`src/rtl/oam_dma_engine.sv`:
```
// oam_dma_engine
// Sprite DMA engine. A CPU write of page XX to TRIGGER_ADDR halts the CPU and
// takes over the mem_ctrl bus. The engine then copies bytes XX00..XXFF into
// sprite RAM. Each byte is one read followed by one write to OAM_DATA_ADDR.
// When the last byte is done, the bus is handed back.
//
// Optional feature, enabled by defining the macro OAM_DMA_CYCLE_EXACT_EN:
// an ALIGN state after START. It lasts 1 or 2 cycles, depending on a parity
// bit that toggles every clock.
//
// Ports:
//   clk, rst       clock and asynchronous active-low reset
//   cpu_addr_in    snooped CPU address
//   cpu_data_in    snooped CPU write data (source page on a trigger)
//   cpu_write_en   snooped CPU write strobe
//   mem_data_in    read data returned by mem_ctrl
//   mem_busy       mem_ctrl busy; strobes are held off while high
//   dma_bus_sel    DMA owns the mem_ctrl bus
//   dma_halt       CPU halt request
//   dma_addr       DMA bus address
//   dma_data_out   DMA write data
//   dma_read_en    single-cycle read strobe
//   dma_write_en   single-cycle write strobe
//   dma_busy       transfer in progress (START..DONE)
//   dma_done       single-cycle pulse in DONE
//
// All outputs are registered. Each strobe is decided from the current state
// and mem_busy, and it becomes visible in the following cycle.
module oam_dma_engine #(
  parameter int          READ_LATENCY  = 1,
  parameter logic [15:0] TRIGGER_ADDR  = 16'h4014,
  parameter logic [15:0] OAM_DATA_ADDR = 16'h2004
) (
  input  logic        clk,
  input  logic        rst,
  input  logic [15:0] cpu_addr_in,
  input  logic [7:0]  cpu_data_in,
  input  logic        cpu_write_en,
  input  logic [7:0]  mem_data_in,
  input  logic        mem_busy,
  output logic        dma_bus_sel,
  output logic        dma_halt,
  output logic [15:0] dma_addr,
  output logic [7:0]  dma_data_out,
  output logic        dma_read_en,
  output logic        dma_write_en,
  output logic        dma_busy,
  output logic        dma_done
);

  localparam logic [2:0] S_IDLE  = 3'd0;
  localparam logic [2:0] S_START = 3'd1;
  localparam logic [2:0] S_RD    = 3'd3;
  localparam logic [2:0] S_WT    = 3'd4;
  localparam logic [2:0] S_WR    = 3'd5;
  localparam logic [2:0] S_DONE  = 3'd6;
`ifdef OAM_DMA_CYCLE_EXACT_EN
  localparam logic [2:0] S_ALIGN = 3'd2;
`endif

  // WT lasts READ_LATENCY cycles, so the counter counts down from latency-1.
  localparam logic [1:0] WAIT_LOAD = 2'(READ_LATENCY - 1);

  logic [2:0]  state_r, state_s;
  logic [7:0]  page_r, page_s;
  logic [7:0]  index_r, index_s;
  logic [1:0]  wait_r, wait_s;
  logic [7:0]  byte_r, byte_s;
  logic        wr_first_r, wr_first_s;
  logic [15:0] addr_s;
  logic [7:0]  data_s;
  logic        rd_s, wr_s, active_s;

`ifdef OAM_DMA_CYCLE_EXACT_EN
  logic parity_r;
  logic align_r, align_s;

  // Free-running get/put parity, toggling every clock from reset.
  always_ff @(posedge clk or negedge rst) begin
    if (!rst) begin
      parity_r <= 1'b0;
    end else begin
      parity_r <= ~parity_r;
    end
  end
`endif

  // Next-state, datapath and next-output logic.
  always_comb begin
    state_s    = state_r;
    page_s     = page_r;
    index_s    = index_r;
    wait_s     = wait_r;
    byte_s     = byte_r;
    wr_first_s = wr_first_r;
    addr_s     = dma_addr;
    data_s     = dma_data_out;
    rd_s       = 1'b0;
    wr_s       = 1'b0;
`ifdef OAM_DMA_CYCLE_EXACT_EN
    align_s    = align_r;
`endif
    case (state_r)
      S_IDLE: begin
        if (cpu_write_en && (cpu_addr_in == TRIGGER_ADDR)) begin
          page_s  = cpu_data_in;
          index_s = 8'd0;
          state_s = S_START;
        end else begin
          state_s = S_IDLE;
        end
      end
      S_START: begin
        index_s = 8'd0;
`ifdef OAM_DMA_CYCLE_EXACT_EN
        // align_r is one when the parity during the first ALIGN cycle is odd.
        align_s = ~parity_r;
        state_s = S_ALIGN;
`else
        state_s = S_RD;
`endif
      end
`ifdef OAM_DMA_CYCLE_EXACT_EN
      S_ALIGN: begin
        if (align_r) begin
          align_s = 1'b0;
          state_s = S_ALIGN;
        end else begin
          state_s = S_RD;
        end
      end
`endif
      S_RD: begin
        if (mem_busy) begin
          state_s = S_RD;
        end else begin
          addr_s  = {page_r, index_r};
          rd_s    = 1'b1;
          wait_s  = WAIT_LOAD;
          state_s = S_WT;
        end
      end
      S_WT: begin
        if (wait_r == 2'd0) begin
          wr_first_s = 1'b1;
          state_s    = S_WR;
        end else begin
          wait_s = wait_r - 2'd1;
        end
      end
      S_WR: begin
        // Read data is valid in the first WR cycle. Latch it there so that
        // a mem_busy stall cannot lose it.
        if (wr_first_r) begin
          byte_s     = mem_data_in;
          wr_first_s = 1'b0;
        end else begin
          byte_s = byte_r;
        end
        if (mem_busy) begin
          state_s = S_WR;
        end else begin
          addr_s = OAM_DATA_ADDR;
          data_s = wr_first_r ? mem_data_in : byte_r;
          wr_s   = 1'b1;
          if (index_r == 8'hFF) begin
            state_s = S_DONE;
          end else begin
            index_s = index_r + 8'd1;
            state_s = S_RD;
          end
        end
      end
      S_DONE: begin
        state_s = S_IDLE;
      end
      default: begin
        state_s = S_IDLE;
      end
    endcase

    active_s = (state_s != S_IDLE);
    if (!active_s) begin
      addr_s = 16'd0;
      data_s = 8'd0;
    end else begin
      addr_s = addr_s;
    end
  end

  // State, datapath and registered outputs.
  always_ff @(posedge clk or negedge rst) begin
    if (!rst) begin
      state_r      <= S_IDLE;
      page_r       <= 8'd0;
      index_r      <= 8'd0;
      wait_r       <= 2'd0;
      byte_r       <= 8'd0;
      wr_first_r   <= 1'b0;
      dma_bus_sel  <= 1'b0;
      dma_halt     <= 1'b0;
      dma_addr     <= 16'd0;
      dma_data_out <= 8'd0;
      dma_read_en  <= 1'b0;
      dma_write_en <= 1'b0;
      dma_busy     <= 1'b0;
      dma_done     <= 1'b0;
    end else begin
      state_r      <= state_s;
      page_r       <= page_s;
      index_r      <= index_s;
      wait_r       <= wait_s;
      byte_r       <= byte_s;
      wr_first_r   <= wr_first_s;
      dma_bus_sel  <= active_s;
      dma_halt     <= active_s;
      dma_addr     <= addr_s;
      dma_data_out <= data_s;
      dma_read_en  <= rd_s;
      dma_write_en <= wr_s;
      dma_busy     <= active_s;
      dma_done     <= (state_s == S_DONE);
    end
  end

`ifdef OAM_DMA_CYCLE_EXACT_EN
  // Remaining ALIGN cycles.
  always_ff @(posedge clk or negedge rst) begin
    if (!rst) begin
      align_r <= 1'b0;
    end else begin
      align_r <= align_s;
    end
  end
`endif

endmodule

```
`config.mk`:
```
export PLATFORM = sky130hd
export DESIGN_NAME = oam_dma_engine
export DESIGN_NICKNAME = d
export VERILOG_FILES = /design/src/rtl/oam_dma_engine.sv
export SDC_FILE = /design/constraint.sdc
export NUM_CORES = 1
export LEC_CHECK = 0
export CORE_MARGIN = 8
export CORE_UTILIZATION = 50
export CTS_CLUSTER_DIAMETER = 30
export DETAILED_ROUTE_END_ITERATION = 10
export GPL_ROUTABILITY_DRIVEN = 0
export PLACE_DENSITY = 0.84
export SYNTH_ARGS = -nofsm -noshare
export SYNTH_HDL_FRONTEND = slang
export SYNTH_SLANG_ARGS = --single-unit
```
`constraint.sdc`:
```
create_clock -name clk -period 2.9 [get_ports clk]
set_input_delay 0.435 -clock clk [delete_from_list [all_inputs] [get_ports clk]]
set_output_delay 0.435 -clock clk [all_outputs]
set_load 0.005 [all_outputs]
```
Word level (Yosys, flattened, before mapping)
Index checks and enable logic that the tools add are counted.

Bits in registers: 58. Input bits: 36. Output and inout bits: 30. Logic and storage cells: 71.

Add/sub/neg operators: 2. Equal/unequal tests: 18. Mux-type cells: 26. Reduce and logical (&&, ||, !) cells: 13.

Operators by type and width (number): 2-to-1 mux 8 bit (7); 2-to-1 mux 16 bit (3); one-hot mux 16 bit (2 select lines) (1); one-hot mux 8 bit (3 select lines) (1); equality test 16 x 15 -> 1 bit (second input constant) (1); one-hot mux 3 bit (5 select lines) (1); != test 2 bit (second input constant) (7); 2-to-1 mux 3 bit (4); equality test 3 bit (second input constant) (3); adder 8 x 1 -> 8 bit (second input constant) (1); equality test 8 bit (second input constant) (1); != test 3 bit (second input constant) (2); AND reduction 2 bit (3); AND reduction 3 bit (2); nonzero test 3 bit (2); 2-to-1 mux 1 bit (5); 2-to-1 mux 2 bit (2); one-hot mux 2 bit (2 select lines) (1); AND reduction 4 bit (1); nonzero test 2 bit (2); equality test 3 x 1 -> 1 bit (second input constant) (1); equality test 3 x 2 -> 1 bit (second input constant) (1); logical NOT 3 bit (1); != test 3 x 1 -> 1 bit (second input constant) (1); other kinds (5) (5).

Longest topological paths before layout
Gate-level depths: netlist (run 1).

Word-level depth: 7. Depth in mapped cells: 9. Mapped depth without buffers: 7.

Worst setup path after synthesis (run 1)
Ideal clock, no wire load.

Kind: reg-to-reg. From: register index_r[0]. To: register index_r[3]. Setup time: 78 ps. Arrival: 1802 ps. Data required time: 2822 ps. Path slack: 1021 ps. Cell stages (with the launch flop): 7. Buffers on the path: 0. Period minus slack after synthesis: 1879 ps. Cell sequence: dfrtp_1 ha_1 and3_1 a21oi_4 nor2_1 or4_1 a21boi_1.

Word-level cells in the longest chain between the ends: 4. Elaborated cells on any way between the ends: 7. Those cells by class: add/sub (1); eq/ne (2); mux (3); reduce/logical (1).

RTL lines: from (decl) (RTL line 66) `logic [7:0] index_r, index_s;`; from (signal assigned) (RTL line 211) `index_r <= index_s;`; adder 8 x 1 -> 8 bit (RTL line 169) `index_s = index_r + 8'd1;`; 2-to-1 mux 8 bit (RTL line 166) `if (index_r == 8'hFF) begin`; 2-to-1 mux 8 bit (RTL line 160) `if (mem_busy) begin`; one-hot mux 8 bit (3 select lines) (RTL line 103) `case (state_r)`.

Parallel ways exist; a longest one is shown, timed or not. The select of a mux whose other input is x is not followed. A chain may end at the register's enable or synchronous reset.

Final worst setup path (run 1)
From: register state_r[2]. To: register dma_data_out[4].

Word-level cells in the longest chain between the ends: 5. Elaborated cells on any way between the ends: 12. Those cells by class: eq/ne (6); mux (3); reduce/logical (3).

RTL lines: from (decl) (RTL line 64) `logic [2:0] state_r, state_s;`; from (signal assigned) (RTL line 209) `state_r <= state_s;`; equality test 3 bit (tied with other cells) (RTL line 103); one-hot mux 3 bit (5 select lines) (RTL line 103); nonzero test 3 bit (RTL line 182) `active_s = (state_s != S_IDLE);`; != test 2 x 1 -> 1 bit (no source line) / != test 2 bit (equally long branches); AND reduction 2 bit (no source line); to (signal assigned) (RTL line 218) `dma_data_out <= data_s;`; to (decl) (RTL line 44) `output logic [7:0] dma_data_out,`.

Parallel ways exist; a longest one is shown, timed or not.

==> reports/results.md, run 1 <==
| Stage | Parameter | This run |
|:---|:---|:---|
| final layout | Area growth from synthesis to final layout | 32.4% |
| critical path | Element type at the critical path start | flip-flop |
| pwr | Leakage dissipation | 1.49 nW |
| critical path | Type of element capturing the critical path | flip-flop |
| synthesis | Yosys reg bits | 58 |
| clock network | Number of CTS-inserted buffers | 9 |
| final layout | Post-layout nets | 351 |
| route | Average via count per standard cell | 5.56 |
| global route | Pin count of the biggest net entering global routing | 39 |
| timing | Final worst-path cycle share | 78.1% |
| floorplan | Starting density of the core | 52.1% |
| critical path | Classification of the worst setup path | reg -> reg |
| timing | Tightest slew margin relative to the limit | 61.4% |
| clock network | CTS H-tree depth | 3 |
| synthesis | Primary flip-flop cell chosen by synthesis mapping | dfrtp_1 |
| timing | Total negative slack | 0 ps |
| route | Total vias in the final route | 2,158 |
| synthesis | Asr flop ratio synth | 100% |
| synthesis | Number of synthesized flops with an enable pin | 0 |
| timing | Slew at the pin closest to its max-slew limit | 574 ps |
| critical path | Worst Path Arrival | 2490 ps |
| global route | Total congestion overflow after global routing | 0 |
| floorplan | Die outline height | 89.2 um |
| floorplan | Die area | 0.00796 mm^2 |
| clock network | Latest clock arrival within the worst-skew pair | 320 ps |
| timing | RSZ-0062 raised after global routing | false |
| synthesis | Unique cell type count in the Yosys netlist | 43 |
| route | Drc violations | 0 |
| timing | Number of failing hold endpoints at the final stage | 0 |
| timing | Minimum period implied by the final worst setup slack | 2270 ps |
| flow run | Max-cap viol count | 0 |
| timing | Maximum operating frequency | 0.441 GHz |
| critical path | CP Data Required Time | 3130 ps |
| pwr | VDD IR max | 0.487 mV |
| critical path | FF-to-FF Start | state_r[2] |
| clock network | Post-CTS Setup Inserts | 0 |
| floorplan | Chip width | 89.2 um |
| critical path | Worst setup path endpoint | dma_data_out[4] |
| route | DRC violation total after the first TritonRoute iteration | 141 |
| global route | Antenna violations before repair | 0 |
| timing | Setup clock skew after layout | 6.75 ps |
| global route | Gr usage total | 16.9% |
| final layout | Post-layout utilization of the core | 69.0% |
| place | HPWL after DPL | 4.57 mm |
| critical path | Worst r2r dst | dma_data_out[4] |
| route | Pre-antenna DRT Iters | 4 |
| synthesis | Syn avg cell area | 10.9 um^2 |
| floorplan | Row cnt | 26 |
| floorplan | Placeable core region | 0.00514 mm^2 |
| critical path | Start point of the critical path | state_r[2] |
| synthesis | Share of synthesized area occupied by flip-flops and latches | 54.2% |
| synthesis | Netlist Area Pre-Place | 0.00268 mm^2 |
| place | Port-buffer cells | 65 |
| timing | Setup Viol. Count Final | 0 |
| worst hold path | Path class of the lowest-slack min-delay path | in -> async |
| route | Total wirelength of the detailed-routed design | 6.27 mm |
| synthesis | Mapped Cells | 246 |
| floorplan | I/O pins | 66 |
| clock network | CTS root buffer | clkbuf_8 |
| critical path | Depth of the worst register-to-register path | 6 |
| outcome | Run status | completed |
| route | Number of nets still failing antenna checks after routing | 0 |
| route | Per-cell routed wire length | 16.2 um |
| clock network | Longest Clk Path Bufs | 2 |
| final layout | Antenna diode count | 0 |
| pwr | Pwr dens | 664 mW/mm^2 |
| synthesis | Total number of yosys warnings | 0 |
| clock network | CTS hold repair buffers | 0 |
| synthesis | Synth Net Count | 284 |
| global route | First-pass GRT wire length | 10.4 mm |
| critical path | Max FO, Critical Path | 25 |
| clock network | Clock tree from TritonCTS | built |
| final layout | Layout cell share with drive strength beyond 1 | 13.2% |
| critical path | Slack of the worst reg-to-reg path | 630 ps |
| timing | Max Transition Viols Final | 0 |
| clock network | Clock slew at reported path FFs | 70 ps |
| clock network | Clock sink total | 58 |
| clock network | Post-cts sizing count | 0 |
| global route | Number of global-route vias before repair | 2,209 |
cell usage after synthesis (all sizes together) (2+ instances only):
master	n	area, um^2
a211oi	8	60.1
o21ai	13	65.1
clkbuf	2	7.51
mux2	16	180
nor3	5	30.0
nand3b	2	15.0
a21oi	19	106
a31oi	2	12.5
nor4	2	12.5
nand3	17	85.1
inv	7	26.3
and3	3	18.8
dfrtp	58	1450
o2111ai	2	17.5
or3	3	18.8
ha	2	25.0
a21boi	6	48.8
buf	12	82.6
nand2	24	90.1
mux2i	10	100
o211ai	2	15.0
nor2	15	56.3
nor4b	2	17.5
and2	2	12.5
critical path, stage by stage, from the launching register on:
cell,delay (ps)
dfrtp_1,540
nor4b_1,360
and3_1,240
and2_1,510
a2111oi_4,50
buf_4,250
a211oi_1,220
placed cells by master, fill, tap and decap left out, types with 2 or more instances in the layout:
cell type	n
and2_1	2
a31oi_1	2
nor4_1	2
clkinv_2	2
nor2_1	15
buf_4	5
a21boi_0	4
mux2_2	16
o2111ai_1	2
a21oi_1	18
nor4b_1	2
or3_1	3
and3_1	3
nand3b_1	2
a211oi_1	8
dfrtp_1	58
ha_1	2
clkbuf_8	9
clkdlybuf4s50_1	64
nand2_1	24
nand3_1	17
clkbuf_1	2
inv_1	6
nor3_1	4
mux2i_1	10
o211ai_1	2
clkinvlp_4	2
o21ai_0	13
how the worst min path moves through the flow:
stage / from / end / slack (ps) / cells past startpoint
6_report: rst / byte_r[5] / 50 / 1
3_5_place_dp: rst / byte_r[0] / 410 / 1
5_1_grt: rst / byte_r[5] / 80 / 1
2_1_floorplan: rst / byte_r[0] / 140 / 0
3_3_place_gp: rst / byte_r[5] / 410 / 1
4_1_cts: rst / byte_r[5] / 60 / 1
flip-flops by register name (all words and copies together) (netlist names):
signal        flops
wait_r            2
dma_addr         16
state_r           3
dma_done          1
index_r           8
dma_write_en      1
dma_busy          1
byte_r            8
page_r            8
dma_data_out      8
wr_first_r        1
dma_read_en       1
stage by stage:
stage	cell area [um^2]	setup WS (ps)	power [mW]	std cells	hold slack, ps
5_1_grt	3550	462	2.49	388	82.1
6_report	3550	635	2.36	388	54.3
2_1_floorplan	2680	1020	1.47	246	139
3_5_place_dp	3360	347	1.66	372	409
4_1_cts	3550	597	2.37	388	57.8
3_3_place_gp	3360	502	1.63	372	409
cell type report:
| type | count | area [um^2] |
|---|---|---|
| multi-input cells | 167 | 1110 |
| clock inverters | 5 | 55.1 |
| well taps | 70 | 87.6 |
| flip-flops and latches | 58 | 1450 |
| clock buffers | 11 | 131 |
| repair buffers | 70 | 683 |
| fillers | 425 | 1590 |
| inverters | 7 | 26.3 |
power breakdown:
part           internal (mW)  switching, mW  total [mW]
clock network          0.394          0.315       0.709
registers              0.919          0.129        1.05
logic                  0.291          0.307       0.598
layer usage:
metal	track usage, %	wire length (um)	up-vias
met3	4.78	379	8
met5	0	0	-
met4	5.59	49	0
met2	27.2	3070	66
li1	-	-	1025
met1	21.4	2770	1059
kinds of logic (layout without fill, tap and decap cells):
| logic type | count (synthesis) | after routing | share of synthesized area, % |
|---|---|---|---|
| mux | 26 | 26 | 10.5 |
| fa+ha+maj | 2 | 2 | 0.934 |
| compound gates | 58 | 58 | 14.9 |
| flops | 58 | 58 | 54.2 |
| simple gates | 80 | 80 | 14.9 |
| buf+inv | 21 | 93 | 4.34 |
| xor+xnor | 1 | 1 | 0.327 |
(Power assumes the default switching activity.)
==> run 2, diff against run 1 <==
--- a/config.mk
+++ b/config.mk
@@ -6,11 +6,11 @@
 export NUM_CORES = 1
 export LEC_CHECK = 0
 export CORE_MARGIN = 8
-export CORE_UTILIZATION = 50
+export CORE_UTILIZATION = 49
 export CTS_CLUSTER_DIAMETER = 30
 export DETAILED_ROUTE_END_ITERATION = 10
 export GPL_ROUTABILITY_DRIVEN = 0
-export PLACE_DENSITY = 0.84
+export PLACE_DENSITY = 0.82
 export SYNTH_ARGS = -nofsm -noshare
 export SYNTH_HDL_FRONTEND = slang
 export SYNTH_SLANG_ARGS = --single-unit
==> constraint.sdc (replaced) <==
create_clock -name clk -period 2.4 [get_ports clk]
set_input_delay 0.36 -clock clk [delete_from_list [all_inputs] [get_ports clk]]
set_output_delay 0.36 -clock clk [all_outputs]
set_load 0.005 [all_outputs]
==> reports/results.md, run 2 (synthesis gave the netlist of run 1 again) <==
| Stage | Parameter | This run | Delta |
|:---|:---|:---|:---|
| clock network | Latest clock arrival within the worst-skew pair | 330 ps | about the same |
| floorplan | Chip width | 90.0 um | +0.84% |
| flow run | Max-cap viol count | 0 | unchanged |
| worst hold path | Path class of the lowest-slack min-delay path | in -> async |  |
| critical path | Type of element capturing the critical path | flip-flop |  |
| critical path | Slack of the worst reg-to-reg path | 280 ps | -350 ps |
| critical path | Classification of the worst setup path | reg -> reg |  |
| route | Total wirelength of the detailed-routed design | 6.17 mm | -1.5% |
| critical path | Max FO, Critical Path | 10 | -60% |
| timing | Final worst-path cycle share | 88.2% | +10 points |
| critical path | Family with the most delay on the worst path | simple AND/OR/NAND/NOR gates |  |
| final layout | Antenna diode count | 0 | unchanged |
| pwr | Pwr dens | 830 mW/mm^2 | +25% |
| timing | RSZ-0062 raised after global routing | false |  |
| place | Port-buffer cells | 65 | unchanged |
| route | DRC violation total after the first TritonRoute iteration | 164 | +16% |
| timing | Setup clock skew after layout | 5.16 ps | -1.60 ps |
| floorplan | Die outline height | 90.0 um | +0.84% |
| route | Total vias in the final route | 2,172 | +0.65% |
| critical path | Number of buffers and inverters on the critical path | 0 | -1 |
| route | Per-cell routed wire length | 15.7 um | -3.0% |
| timing | Tightest slew margin relative to the limit | 61.7% | +0.31 points |
| clock network | Clock sink total | 58 | unchanged |
| timing | Number of failing hold endpoints at the final stage | 0 | unchanged |
| global route | Gr usage total | 16.2% | -0.75 points |
| pwr | Leakage dissipation | 1.53 nW | +2.7% |
| final layout | Largest register FFs | 16 | unchanged |
| floorplan | Die area | 0.00809 mm^2 | +1.7% |
| timing | Maximum operating frequency | 0.472 GHz | +7.0% |
| global route | Total congestion overflow after global routing | 0 | unchanged |
| floorplan | Row cnt | 27 | +3.8% |
| floorplan | I/O pins | 66 | unchanged |
| final layout | Number of filler cells placed in the layout | 429 | +0.94% |
| pwr | Final Total Pwr | 3.00 mW | +27% |
| final layout | Post-layout nets | 355 | +1.1% |
| global route | Pin count of the biggest net entering global routing | 27 | -31% |
| floorplan | Starting density of the core | 49.6% | -2.6 points |
| clock network | Number of CTS-inserted buffers | 9 | unchanged |
| outcome | Run status | completed |  |
| pwr | VDD IR max | 0.523 mV | +7.6% |
| global route | Antenna violations before repair | 0 | unchanged |
| route | Average via count per standard cell | 5.51 | -0.88% |
| critical path | Cell-by-cell listing of the critical path | ha_1 -> and3_1 -> a21oi_4 -> nor2_1 -> or4_1 -> a21boi_1 |  |
| critical path | Element type at the critical path start | flip-flop |  |
| final layout | Leading cell types in the layout, fill and taps excluded | clkdlybuf4s50_1 (64), dfrtp_1 (58), nand2_1 (24) |  |
| clock network | CTS H-tree depth | 3 | unchanged |
| clock network | Post-CTS Setup Inserts | 0 | unchanged |
| clock network | CTS hold repair buffers | 0 | unchanged |
| clock network | Post-cts sizing count | 0 | unchanged |
| route | Pre-antenna DRT Iters | 4 | unchanged |
| global route | First-pass GRT wire length | 10.8 mm | +3.7% |
| clock network | Clock tree from TritonCTS | built |  |
| route | Drc violations | 0 | unchanged |
| critical path | CP Data Required Time | 2660 ps | -470 ps |
| place | HPWL after DPL | 4.54 mm | -0.73% |
| timing | Total negative slack | 0 ps | unchanged |
| final layout | Area growth from synthesis to final layout | 34.8% |  |
| clock network | Longest Clk Path Bufs | 2 | unchanged |
| route | Number of nets still failing antenna checks after routing | 0 | unchanged |
| timing | Slew at the pin closest to its max-slew limit | 570 ps | -4.67 ps |
| critical path | Worst Path Arrival | 2370 ps | -120 ps |
| timing | Max Transition Viols Final | 0 | unchanged |
| global route | Number of global-route vias before repair | 2,226 | +0.77% |
| clock network | Clock slew at reported path FFs | 70 ps | about the same |
| critical path | Biggest cell delay along the critical path | 530 ps | about the same |
| timing | Minimum period implied by the final worst setup slack | 2120 ps | -148 ps |
| final layout | Largest register by flop count | dma_addr |  |
| clock network | CTS root buffer | clkbuf_8 |  |
| floorplan | Placeable core region | 0.00541 mm^2 | +5.2% |
| final layout | Most common cell after layout, fill and taps aside | clkdlybuf4s50_1 |  |
| timing | Setup Viol. Count Final | 0 | unchanged |
| final layout | Layout cell share with drive strength beyond 1 | 14.6% | +1.4 points |
| critical path | Crit path max-delay cell type | or4_1 |  |
[run 2: cell types whose count changed in the layout (fill, tap and decap cells not counted)]
| cell | previous run | this run |
|---|---|---|
| buf_4 | 5 | 9 |
| bufinv_16 | 1 | 2 |
| clkbuf_1 | 2 | 1 |
| clkbuf_8 | 9 | 10 |
| clkinvlp_4 | 2 | 1 |
[run 2: metrics by stage]
step | utilization [%] | instance area [um^2] | worst slack, ps | std cells | hold slack, ps
floorplan | - | 2680 | 521 | 246 | 64.4
CTS | 66.8 | 3610 | 310 | 394 | 22.4
global route | 66.8 | 3610 | 215 | 394 | 51.1
global placement | 62.8 | 3390 | 273 | 378 | 382
detailed placement | 62.8 | 3390 | 189 | 378 | 390
finish | 66.8 | 3610 | 283 | 394 | 16.9
[run 2: report_power, final]
part	internal [mW]	leakage [nW]	switching, mW
logic	0.370	0.639	0.365
registers	1.11	0.784	0.161
clock network	0.609	0.109	0.383
[run 2: per-layer routing]
layer | GRT usage (%) | up-vias | wire [um]
met2 | 26.1 | 69 | 3050
met1 | 19.3 | 1055 | 2650
li1 | - | 1040 | -
met4 | 5.96 | 0 | 74
met3 | 5.90 | 8 | 393
met5 | 0 | - | 0
[run 2: layout make-up]
class,instances,area (um^2),area share (%)
clock inverter,5,77.6,2.15
sequential,58,1450,40.2
multi-input combinational,167,1110,30.8
tap,72,90.1,2.49
timing repair buffer,74,713,19.7
inverter,7,26.3,0.727
clock buffer,11,141,3.91
[run 2: path summary, 6_finish.rpt]
path | start | to | cells after the start
worst max-delay path | index_r[0] | index_r[3] | 6
worst min-delay path | rst | byte_r[6] | 1
worst max register to register | index_r[0] | index_r[3] | 6
worst min register to register | byte_r[5] | byte_r[5] | 1
max in group asynchronous | rst | index_r[7] | 2
min in group clk | byte_r[5] | byte_r[5] | 1
[run 2: worst register-to-register path: stages, from the launching register on]
cell and delay [ps]:
dfrtp_1 430, ha_1 280, and3_1 230, a21oi_4 280
nor2_1 140, or4_1 530, a21boi_1 150
==> variant (settings of run 1) <==
Put one more register stage on the output `dma_data_out`. The value now appears one clock later. The other outputs are not delayed to match.
--- a/src/rtl/oam_dma_engine.sv
+++ b/src/rtl/oam_dma_engine.sv
@@ -62,4 +62,6 @@
   localparam logic [1:0] WAIT_LOAD = 2'(READ_LATENCY - 1);
 
+  logic [7:0] dma_data_s0;
+
   logic [2:0]  state_r, state_s;
   logic [7:0]  page_r, page_s;
@@ -95,5 +97,5 @@
     wr_first_s = wr_first_r;
     addr_s     = dma_addr;
-    data_s     = dma_data_out;
+    data_s     = dma_data_s0;
     rd_s       = 1'b0;
     wr_s       = 1'b0;
@@ -201,5 +203,5 @@
       dma_halt     <= 1'b0;
       dma_addr     <= 16'd0;
-      dma_data_out <= 8'd0;
+      dma_data_s0 <= 8'd0;
       dma_read_en  <= 1'b0;
       dma_write_en <= 1'b0;
@@ -216,5 +218,5 @@
       dma_halt     <= active_s;
       dma_addr     <= addr_s;
-      dma_data_out <= data_s;
+      dma_data_s0 <= data_s;
       dma_read_en  <= rd_s;
       dma_write_en <= wr_s;
@@ -235,4 +237,12 @@
 `endif
 
+  always_ff @(posedge clk or negedge rst) begin
+    if (!rst) begin
+      dma_data_out <= '0;
+    end else begin
+      dma_data_out <= dma_data_s0;
+    end
+  end
+
 endmodule
 
Check against the original RTL: not equivalent (Yosys sat finds a counterexample within 10 cycles, from zero or initial values and one cycle with rst low).
==> variant against run 1 <==
Sequential power increased by 14%; worst hold slack improved by 0.092 ns; sequential cell count increased by 8; worst setup slack improved by 0.17 ns; sequential share of layout area increased by 4.4 points; synthesized cell count decreased by 8.5%; area after synthesis increased by 5.1%; design area increased by 2.8%; clock skew increased by 0.0025 ns; wire length decreased by 2.7%; critical path depth decreased by 1; total power increased by 9.5%; via count decreased by 5.4%.
==> variant: results (changes against run 1) <==
- First-pass GRT wire length: 10300 um (-1.3%)
- Post-synthesis mux area share: 10.1% (-0.33 points)
- Slew headroom: 54.3% (-7.1 points)
- Worst path top cell family by delay: compound AO/OA/AOI/OAI gates
- Leak Pwr: 1.57 nW (+5.5%)
- Seq/Total Area, Yosys: 58.6% (+4.5 points)
- Drt first-iter violations: 90 (-36%)
- Drt wl/cell: 16.7 um (+3.7%)
- Routed wl met3: 318 um (-16%)
- Critical path arrival: 2.35 ns (-0.14 ns)
- Largest net degree at the start of global routing: 38 (-2.6%)
- Post-synthesis compound-gate area fraction: 13.5% (-1.4 points)
- Status: complete, no violations
- Adder-cell share of the synthesized area: 0.888% (-0.046 points)
- Max IR drop VDD: 0.000518 V (+6.4%)
- Post-Place Worst Slack: 0.512 ns (+0.164 ns)
- Total Routing Usage GR: 15.3% (-1.6 points)
- Critical path's largest stage delay: 0.51 ns (-0.03 ns)
- # placed instances: 351 (-5.6%)
- M1 WL: 2840 um (+2.6%)
- Share of cells above drive strength 1: 13.4% (+0.15 points)
- CP Max Fanout: 15 (-40%)
- Post-Route Skew: 0.00929 ns (+0.00253 ns)
- Detail Route met2 WL: 2830 um (-7.9%)
- Number of global-route vias before repair: 2091 (-5.3%)
[variant: changes by cell type after synthesis, sizes merged, moves of 6 or more]
| cell | change |
|---|---|
| nand2 | -16 |
| a32o | +14 |
| dfrtp | +8 |
| a21oi | -9 |
| nand3 | -12 |
| a21boi | -6 |
[variant: final cells by class]
class / count / area, um2
clock buffer: 13 / 159
tap: 72 / 90.1
inverter: 6 / 22.5
fill: 430 / 1830
sequential: 66 / 1650
timing repair buffer: 67 / 673
multi-input combinational: 140 / 1050
[variant: through the flow]
step                instance area [um2]  power [W]  hold WS, ns
detailed placement                 3490    0.00195        0.367
global route                       3650    0.00273        0.188
floorplan                          2820    0.00175        0.139
CTS                                3650    0.00260        0.164
global placement                   3490    0.00192        0.360
finish                             3650    0.00258        0.146
[variant: worst max-delay path by stage]
stage                     slack (ns)          end      startpoint  cells past startpoint
after floorplan                 1.21    page_r[0]  cpu_addr_in[7]                      4
after global placement          0.56    page_r[7]  cpu_addr_in[7]                      5
after detailed placement        0.51    page_r[2]  cpu_addr_in[4]                      5
after CTS                       0.79    page_r[1]      state_r[2]                      4
after global routing            0.58  dma_addr[1]      state_r[2]                      5
final                           0.81  dma_addr[9]      state_r[2]                      5
[variant: per-layer routing]
metal | up-vias | global-route usage, %
met4 | 0 | 7.37
met2 | 58 | 24.3
met5 | - | 0
li1 | 955 | -
met3 | 11 | 4.36
met1 | 1018 | 18.7
[variant: cells by family after synthesis]
| group | count (synthesis) |
|---|---|
| buffers and inverters | 19 |
| DFF | 66 |
| AOI/OAI and AO/OA | 49 |
| adders and majority gates | 2 |
| and+or+nand+nor | 63 |
| muxes | 26 |
[variant: power by group through the flow]
| stage | Clock [W] | Sequential [W] | Combinational, W |
|---|---|---|---|
| final | 0.000648 | 0.00120 | 0.000727 |
| after global routing | 0.000700 | 0.00123 | 0.000802 |
| after CTS | 0.000662 | 0.00120 | 0.000732 |
| after detailed placement | 0 | 0.00122 | 0.000727 |
| after global placement | 0 | 0.00121 | 0.000708 |
| after floorplan | 0 | 0.00115 | 0.000600 |
[variant: worst reg2reg max path, cell delays in order (launching register included)]
cell and delay (ns):
dfrtp_1 0.51, nor4b_1 0.37, nand3_1 0.24, o21a_1 0.40, inv_2 0.29, a32o_1 0.22
